==> src/rtl/deskew_matrix_pkg.sv <==
// Shared types and sizing helpers for the matrix deskew block.
package deskew_matrix_pkg;

   typedef enum logic {
      COLLECT = 1'b0,
      DONE    = 1'b1
   } state_t;

   // Number of skewed wavefront beats that make up one SIZE x SIZE frame.
   function automatic int beats(input int size);
      return 2 * size - 1;
   endfunction

   // Bit offset of lane t inside a packed beat.
   function automatic int lane_lsb(input int lane, input int width);
      return lane * width;
   endfunction

endpackage

==> src/rtl/deskew_matrix_if.sv <==
// Beat-in / matrix-out handshake bundle for deskew_matrix.
interface deskew_matrix_if #(
   parameter int WIDTH = 4,
   parameter int SIZE  = 3
);
   logic                                  in_valid;
   logic                                  in_ready;
   logic [SIZE*WIDTH-1:0]                 in_beat;
   logic                                  out_valid;
   logic                                  out_ready;
   logic [SIZE-1:0][SIZE-1:0][WIDTH-1:0]  Mout;
   logic                                  frame_err;

   modport master (
      output in_valid, in_beat, out_ready,
      input  in_ready, out_valid, Mout, frame_err
   );

   modport slave (
      input  in_valid, in_beat, out_ready,
      output in_ready, out_valid, Mout, frame_err
   );
endinterface

==> src/rtl/deskew_matrix_lane.sv <==
// One lane of the deskewer: owns matrix row LANE, captures its live beats
// into the right column and flags nonzero data on dead slots.
module deskew_matrix_lane #(
   parameter int WIDTH = 4,
   parameter int SIZE  = 3,
   parameter int LANE  = 0,
   parameter int CW    = 3
) (
   input  logic                        clock,
   input  logic                        nreset,
   input  logic                        accept,
   input  logic [CW-1:0]               beat,
   input  logic [WIDTH-1:0]            lane_data,
   output logic [SIZE-1:0][WIDTH-1:0]  row,
   output logic                        err_hit
);

   localparam logic [CW-1:0] FIRST = CW'(LANE);
   localparam logic [CW-1:0] SPAN  = CW'(SIZE);

   logic [CW-1:0]   col;
   logic            live;
   logic [SIZE-1:0] we;

   // beat < FIRST wraps col to >= 2**CW - LANE >= SIZE, so a single
   // unsigned compare covers both ends of the live window.
   always_comb begin
      col     = beat - FIRST;
      live    = col < SPAN;
      err_hit = accept && !live && (lane_data != '0);
      we      = '0;
      for (int unsigned c = 0; c < SIZE; c++) begin
         we[c] = accept && live && (col == CW'(c));
      end
   end

   always_ff @(posedge clock or negedge nreset) begin
      if (!nreset) begin
         row <= '0;
      end else begin
         for (int unsigned c = 0; c < SIZE; c++) begin
            if (we[c]) row[c] <= lane_data;
         end
      end
   end

endmodule

==> src/rtl/deskew_matrix.sv <==
// Reassembles 2*SIZE-1 diagonal wavefront beats into a SIZE x SIZE matrix
// and presents it with a valid/ready handshake.
module deskew_matrix
   import deskew_matrix_pkg::*;
#(
   parameter int WIDTH = 4,
   parameter int SIZE  = 3
) (
   input  logic             clock,
   input  logic             nreset,
   deskew_matrix_if.slave   bus
);

   localparam int            NBEATS = beats(SIZE);
   localparam int            CW     = $clog2(NBEATS);
   localparam logic [CW-1:0] LAST   = CW'(NBEATS - 1);

   state_t                                state;
   state_t                                next_state;
   logic [CW-1:0]                         beat;
   logic                                  accept;
   logic                                  in_ready_c;
   logic                                  out_valid_c;
   logic                                  frame_err;
   logic [SIZE-1:0]                       err_hit;
   logic [SIZE-1:0][SIZE-1:0][WIDTH-1:0]  rows;

   always_comb begin
      next_state  = state;
      in_ready_c  = 1'b0;
      out_valid_c = 1'b0;
      accept      = 1'b0;
      unique case (state)
         COLLECT: begin
            in_ready_c = 1'b1;
            accept     = bus.in_valid;
            if (accept && beat == LAST) next_state = DONE;
         end
         DONE: begin
            out_valid_c = 1'b1;
            if (bus.out_ready) next_state = COLLECT;
         end
      endcase
   end

   always_ff @(posedge clock or negedge nreset) begin
      if (!nreset) state <= COLLECT;
      else         state <= next_state;
   end

   // Counter parks on LAST through DONE and clears on the output handshake.
   always_ff @(posedge clock or negedge nreset) begin
      if (!nreset) begin
         beat <= '0;
      end else if (accept && beat != LAST) begin
         beat <= beat + 1'b1;
      end else if (state == DONE && bus.out_ready) begin
         beat <= '0;
      end
   end

   always_ff @(posedge clock or negedge nreset) begin
      if (!nreset)        frame_err <= 1'b0;
      else if (|err_hit)  frame_err <= 1'b1;
   end

   for (genvar t = 0; t < SIZE; t++) begin : g_lane
      deskew_matrix_lane #(
         .WIDTH (WIDTH),
         .SIZE  (SIZE),
         .LANE  (t),
         .CW    (CW)
      ) u_lane (
         .clock     (clock),
         .nreset    (nreset),
         .accept    (accept),
         .beat      (beat),
         .lane_data (bus.in_beat[lane_lsb(t, WIDTH) +: WIDTH]),
         .row       (rows[t]),
         .err_hit   (err_hit[t])
      );
   end

   assign bus.in_ready  = in_ready_c;
   assign bus.out_valid = out_valid_c;
   assign bus.Mout      = rows;
   assign bus.frame_err = frame_err;

endmodule
==> src/flat_wrapper.sv <==
// flat-port wrapper written by rule: the top's interface ports become plain ports
module deskew_matrix_flat import deskew_matrix_pkg::*;
#(
   parameter int WIDTH = 4,
   parameter int SIZE  = 3
)
  (clock, nreset, bus_in_valid, bus_in_beat, bus_out_ready, bus_in_ready, bus_out_valid, bus_Mout, bus_frame_err);
  deskew_matrix_if #(.WIDTH(WIDTH), .SIZE(SIZE)) bus_i ();
  input  logic clock;
  input  logic nreset;
  input wire logic [$bits(bus_i.in_valid)-1:0] bus_in_valid;
  input wire logic [$bits(bus_i.in_beat)-1:0] bus_in_beat;
  input wire logic [$bits(bus_i.out_ready)-1:0] bus_out_ready;
  output wire logic [$bits(bus_i.in_ready)-1:0] bus_in_ready;
  output wire logic [$bits(bus_i.out_valid)-1:0] bus_out_valid;
  output wire logic [$bits(bus_i.Mout)-1:0] bus_Mout;
  output wire logic [$bits(bus_i.frame_err)-1:0] bus_frame_err;
  assign bus_i.in_valid = bus_in_valid;
  assign bus_i.in_beat = bus_in_beat;
  assign bus_i.out_ready = bus_out_ready;
  assign bus_in_ready = bus_i.in_ready;
  assign bus_out_valid = bus_i.out_valid;
  assign bus_Mout = bus_i.Mout;
  assign bus_frame_err = bus_i.frame_err;
  deskew_matrix #(.WIDTH(WIDTH), .SIZE(SIZE)) u_core (.clock(clock), .nreset(nreset), .bus(bus_i));
endmodule
==> config.mk <==
export PLATFORM = sky130hd
export DESIGN_NAME = deskew_matrix_flat
export DESIGN_NICKNAME = d
export VERILOG_FILES = /design/src/rtl/deskew_matrix_pkg.sv /design/src/rtl/deskew_matrix_if.sv /design/src/rtl/deskew_matrix_lane.sv /design/src/rtl/deskew_matrix.sv /design/src/flat_wrapper.sv
export SDC_FILE = /design/constraint.sdc
export NUM_CORES = 1
export LEC_CHECK = 0
export ABC_AREA = 1
export BUFFER_PORTS_ARGS = -buffer_cell sky130_fd_sc_hd__buf_2
export CELL_PAD_IN_SITES_DETAIL_PLACEMENT = 0
export CELL_PAD_IN_SITES_GLOBAL_PLACEMENT = 1
export CORE_ASPECT_RATIO = 0.75
export CORE_MARGIN = 5
export CORE_UTILIZATION = 40
export CTS_CLUSTER_DIAMETER = 80
export DETAILED_ROUTE_END_ITERATION = 8
export GPL_TIMING_DRIVEN = 0
export PLACE_DENSITY_LB_ADDON = 0.1
export SKIP_CTS_REPAIR_TIMING = 1
export SYNTH_ARGS = -nofsm -noshare
export SYNTH_HDL_FRONTEND = slang
export SYNTH_SLANG_ARGS = --single-unit
==> constraint.sdc <==
create_clock -name clock -period 3.3 [get_ports clock]
set_clock_uncertainty 0.05 [all_clocks]
set_input_delay 0.495 -clock clock [delete_from_list [all_inputs] [get_ports clock]]
set_output_delay 0.495 -clock clock [all_outputs]
set_load 0.005 [all_outputs]
==> summary.json <==
{
  "synth": {
    "synth_warnings": 0,
    "sequential_share_of_the_synthesized_area_pct": 56.5,
    "count_of_flip_flops_with_a_built_in_enable_after_synthesis": 0,
    "synth_top_cell_area_share_pct": 56.5,
    "yosysTopAreaCell": "dfrtp_1",
    "postSynth.asyncResetShare_pct": 100,
    "netlist_top_cells_count": "69 x nand2_1, 41 x dfrtp_1, 21 x o21ai_0, 19 x nand3_1, 17 x inv_1",
    "syn-instance-count": 202,
    "synth_ff_type": "dfrtp_1",
    "syn-num-nets": 226,
    "post_synth.cell_area_avg_um2": 8.99,
    "most_instantiated_library_cell_after_synthesis": "nand2_1",
    "synth.cell_area_mm2": 0.00182,
    "synth_unique_cells": 18,
    "netlist_top_cells_area": "dfrtp_1 56%, nand2_1 14%, o21ai_0 5.8%",
    "ys_ff_latch": 41
  },
  "cts": {
    "cts_num_sinks": 41,
    "h-tree-depth": 2,
    "clock_latency_ns": 0.28,
    "clk_root_buffer_cell": "clkbuf_8",
    "tritoncts_clock_tree": "done",
    "cts-root-to-sink-buffers": 2,
    "cts_made_buffers": 5,
    "cts.clk_slew.worst_paths_ns": 0.08
  },
  "die": {
    "rows": 21,
    "coreArea_mm2": 0.00444,
    "floorplan.initialDensity_pct": 40.9,
    "die_area_mm2": 0.00600,
    "io_pins": 55,
    "chipHeight_um": 68.4,
    "fp.dieW_um": 87.8
  },
  "worst_setup_path": {
    "critical_path.endpoint_type": "register",
    "cp-start-kind": "register",
    "cp.arrival_ns": 1.93,
    "crit_path_max_fanout": 6,
    "worst_setup_path_class": "register to register",
    "worst-endpoint-required_ns": 3.43
  },
  "sta": {
    "timing.final.hold_violations": 0,
    "final_min_period_over_clock_period_pct": 54.4,
    "timing.final.setup_violations": 0,
    "slew_violations": 0,
    "timing.setup.tns_ns": 0,
    "unrepaired_setup_endpoints_after_global_routing": "false",
    "maxClockFrequency_mhz": 557,
    "worstMarginPinSlew_ns": 0.890,
    "period_needed_ns": 1.80,
    "slew_headroom_pct": 40.7
  },
  "layout": {
    "fillerInstances": 432,
    "final_nets": 287,
    "diodes": 0,
    "synthToLayoutAreaGrowth_pct": 23.6,
    "share_of_cells_above_drive_strength_1_pct": 27.7,
    "final_cells": 321
  },
  "drt": {
    "drt-pass1-iter-count": 4,
    "detail-route-antenna-nets": 0,
    "first_drt_iteration_drcs": 89,
    "drt_wl_total_um": 4130,
    "via_count": 1500,
    "routedWlPerCell_um": 12.9,
    "drc": 0,
    "route.detailed.vias_per_inst": 4.67
  },
  "global_routing": {
    "first_pass_grt_wire_length_um": 6990,
    "antenna_found_initial": 0,
    "first_global_vias": 1498,
    "grt.overflow.total": 0,
    "grt_max_degree": 42,
    "globalRouteTotalUtil_pct": 15.3
  },
  "placement": {
    "dpl.cell_count": 313,
    "gp_congestion": 0.729,
    "place.port_buffers": 54,
    "post-dp-hpwl_um": 3110
  },
  "power_and_ir_drop": {
    "power-per-cell-area_mw_per_mm2": 909,
    "p_leak_nw": 1.25,
    "peakVddDrop_v": 0.000442
  },
  "outcome": {
    "status": "finished clean"
  },
  "min_path": {
    "worstHoldPathType": "input pin to asynchronous set/reset pin"
  },
  "flow_run": {
    "cap_viol_max_count": 0
  }
}
==> cell families (layout without fill, tap and decap cells) <==
family                     count (synthesis)  in the layout  share of synthesized area [%]
and+or+nand+nor                          105            105                           25.7
DFF                                       41             41                           56.5
buffers and inverters                     20             82                           4.55
AOI/OAI and AO/OA                         28             28                           7.78
adders and majority gates                  8              8                           5.51
==> where the power goes <==
group | leakage (nW) | internal (W) | switching, W
combinational | 0.692 | 0.000359 | 0.000496
clock | 0.0439 | 0.000146 | 0.000177
sequential | 0.516 | 0.000724 | 0.000138
==> metrics by stage <==
stage          hold slack (ns)  utilization (%)  setup WS, ns  instance area (µm²)  power, W
6_report                 0.271             50.5          1.50                 2240   0.00204
2_1_floorplan            0.149                -          1.79                 1820   0.00138
4_1_cts                  0.302             50.5          1.48                 2240   0.00207
5_1_grt                  0.351             50.5          1.33                 2240   0.00224
3_5_place_dp             0.403             48.6          1.49                 2160   0.00174
3_3_place_gp             0.401             48.6          1.50                 2160   0.00172
==> flip-flops by register name (all words and copies together) (netlist names) <==
signal,flops
u_core.state,1
u_core.bus.frame_err,1
u_core.beat,3
u_core.g_lane.u_lane.row,36
==> critical path, cell delays in order, from the launching register on <==
cell and delay [ns]:
dfrtp_1 0.45, inv_1 0.15, ha_1 0.30, inv_1 0.05, nand2_1 0.10, nand2_1 0.06, nor2_1 0.20, nand3_1 0.20
nand2_1 0.11, nand2_1 0.05
==> routing by layer <==
metal  vias to the layer above  wire length [µm]  GRT usage, %
met1                       700              2020          21.0
met2                        32              1840          24.1
li1                        766                 -             -
met5                         -                 0             0
met4                         0                19          4.60
met3                         2               254          3.85
==> area by class of cell <==
| class | count | area, µm² | area share, % |
|---|---|---|---|
| buffer | 1 | 11.3 | 0.502 |
| clock buffer | 5 | 68.8 | 3.07 |
| clock inverter | 3 | 17.5 | 0.780 |
| inverter | 19 | 71.3 | 3.18 |
| multi-input combinational | 141 | 708 | 31.5 |
| sequential | 41 | 1030 | 45.7 |
| tap | 57 | 71.3 | 3.18 |
| timing repair buffer | 54 | 270 | 12.0 |
==> final timing paths <==
check / startpoint / endpoint / slack (ns) / cells past startpoint
min in group clock: bus_out_ready / u_core.state$_DFF_PN0_ / 0.35 / 2
worst max register to register: u_core.beat[0]$_DFFE_PN0P_ / u_core.g_lane[1].u_lane.row[11]$_DFFE_PN0P_ / 1.50 / 9
worst min register to register: u_core.g_lane[1].u_lane.row[5]$_DFFE_PN0P_ / u_core.g_lane[1].u_lane.row[5]$_DFFE_PN0P_ / 0.42 / 2
worst min-delay path: nreset / u_core.g_lane[0].u_lane.row[9]$_DFFE_PN0P_ / 0.27 / 1
worst max-delay path: u_core.beat[0]$_DFFE_PN0P_ / u_core.g_lane[1].u_lane.row[11]$_DFFE_PN0P_ / 1.50 / 9
max in group asynchronous: nreset / u_core.state$_DFF_PN0_ / 2.37 / 1
==> cells in the final DEF, fill, tap and decap left out, types with 2 or more instances in the layout <==
| cell | Yosys | final |
|---|---|---|
| nand4_1 | 2 | 2 |
| inv_2 | 2 | 2 |
| ha_1 | 8 | 8 |
| dfrtp_1 | 41 | 41 |
| clkinv_2 | 0 | 2 |
| nor2_4 | 2 | 2 |
| nand2_4 | 2 | 2 |
| o21ai_0 | 21 | 21 |
| nand2_1 | 69 | 69 |
| nand3_1 | 19 | 19 |
| clkbuf_8 | 0 | 5 |
| nor2_1 | 7 | 7 |
| buf_2 | 0 | 54 |
| inv_1 | 17 | 17 |
| o21ai_1 | 6 | 6 |
Note: power is estimated with default switching activity, not from simulation.
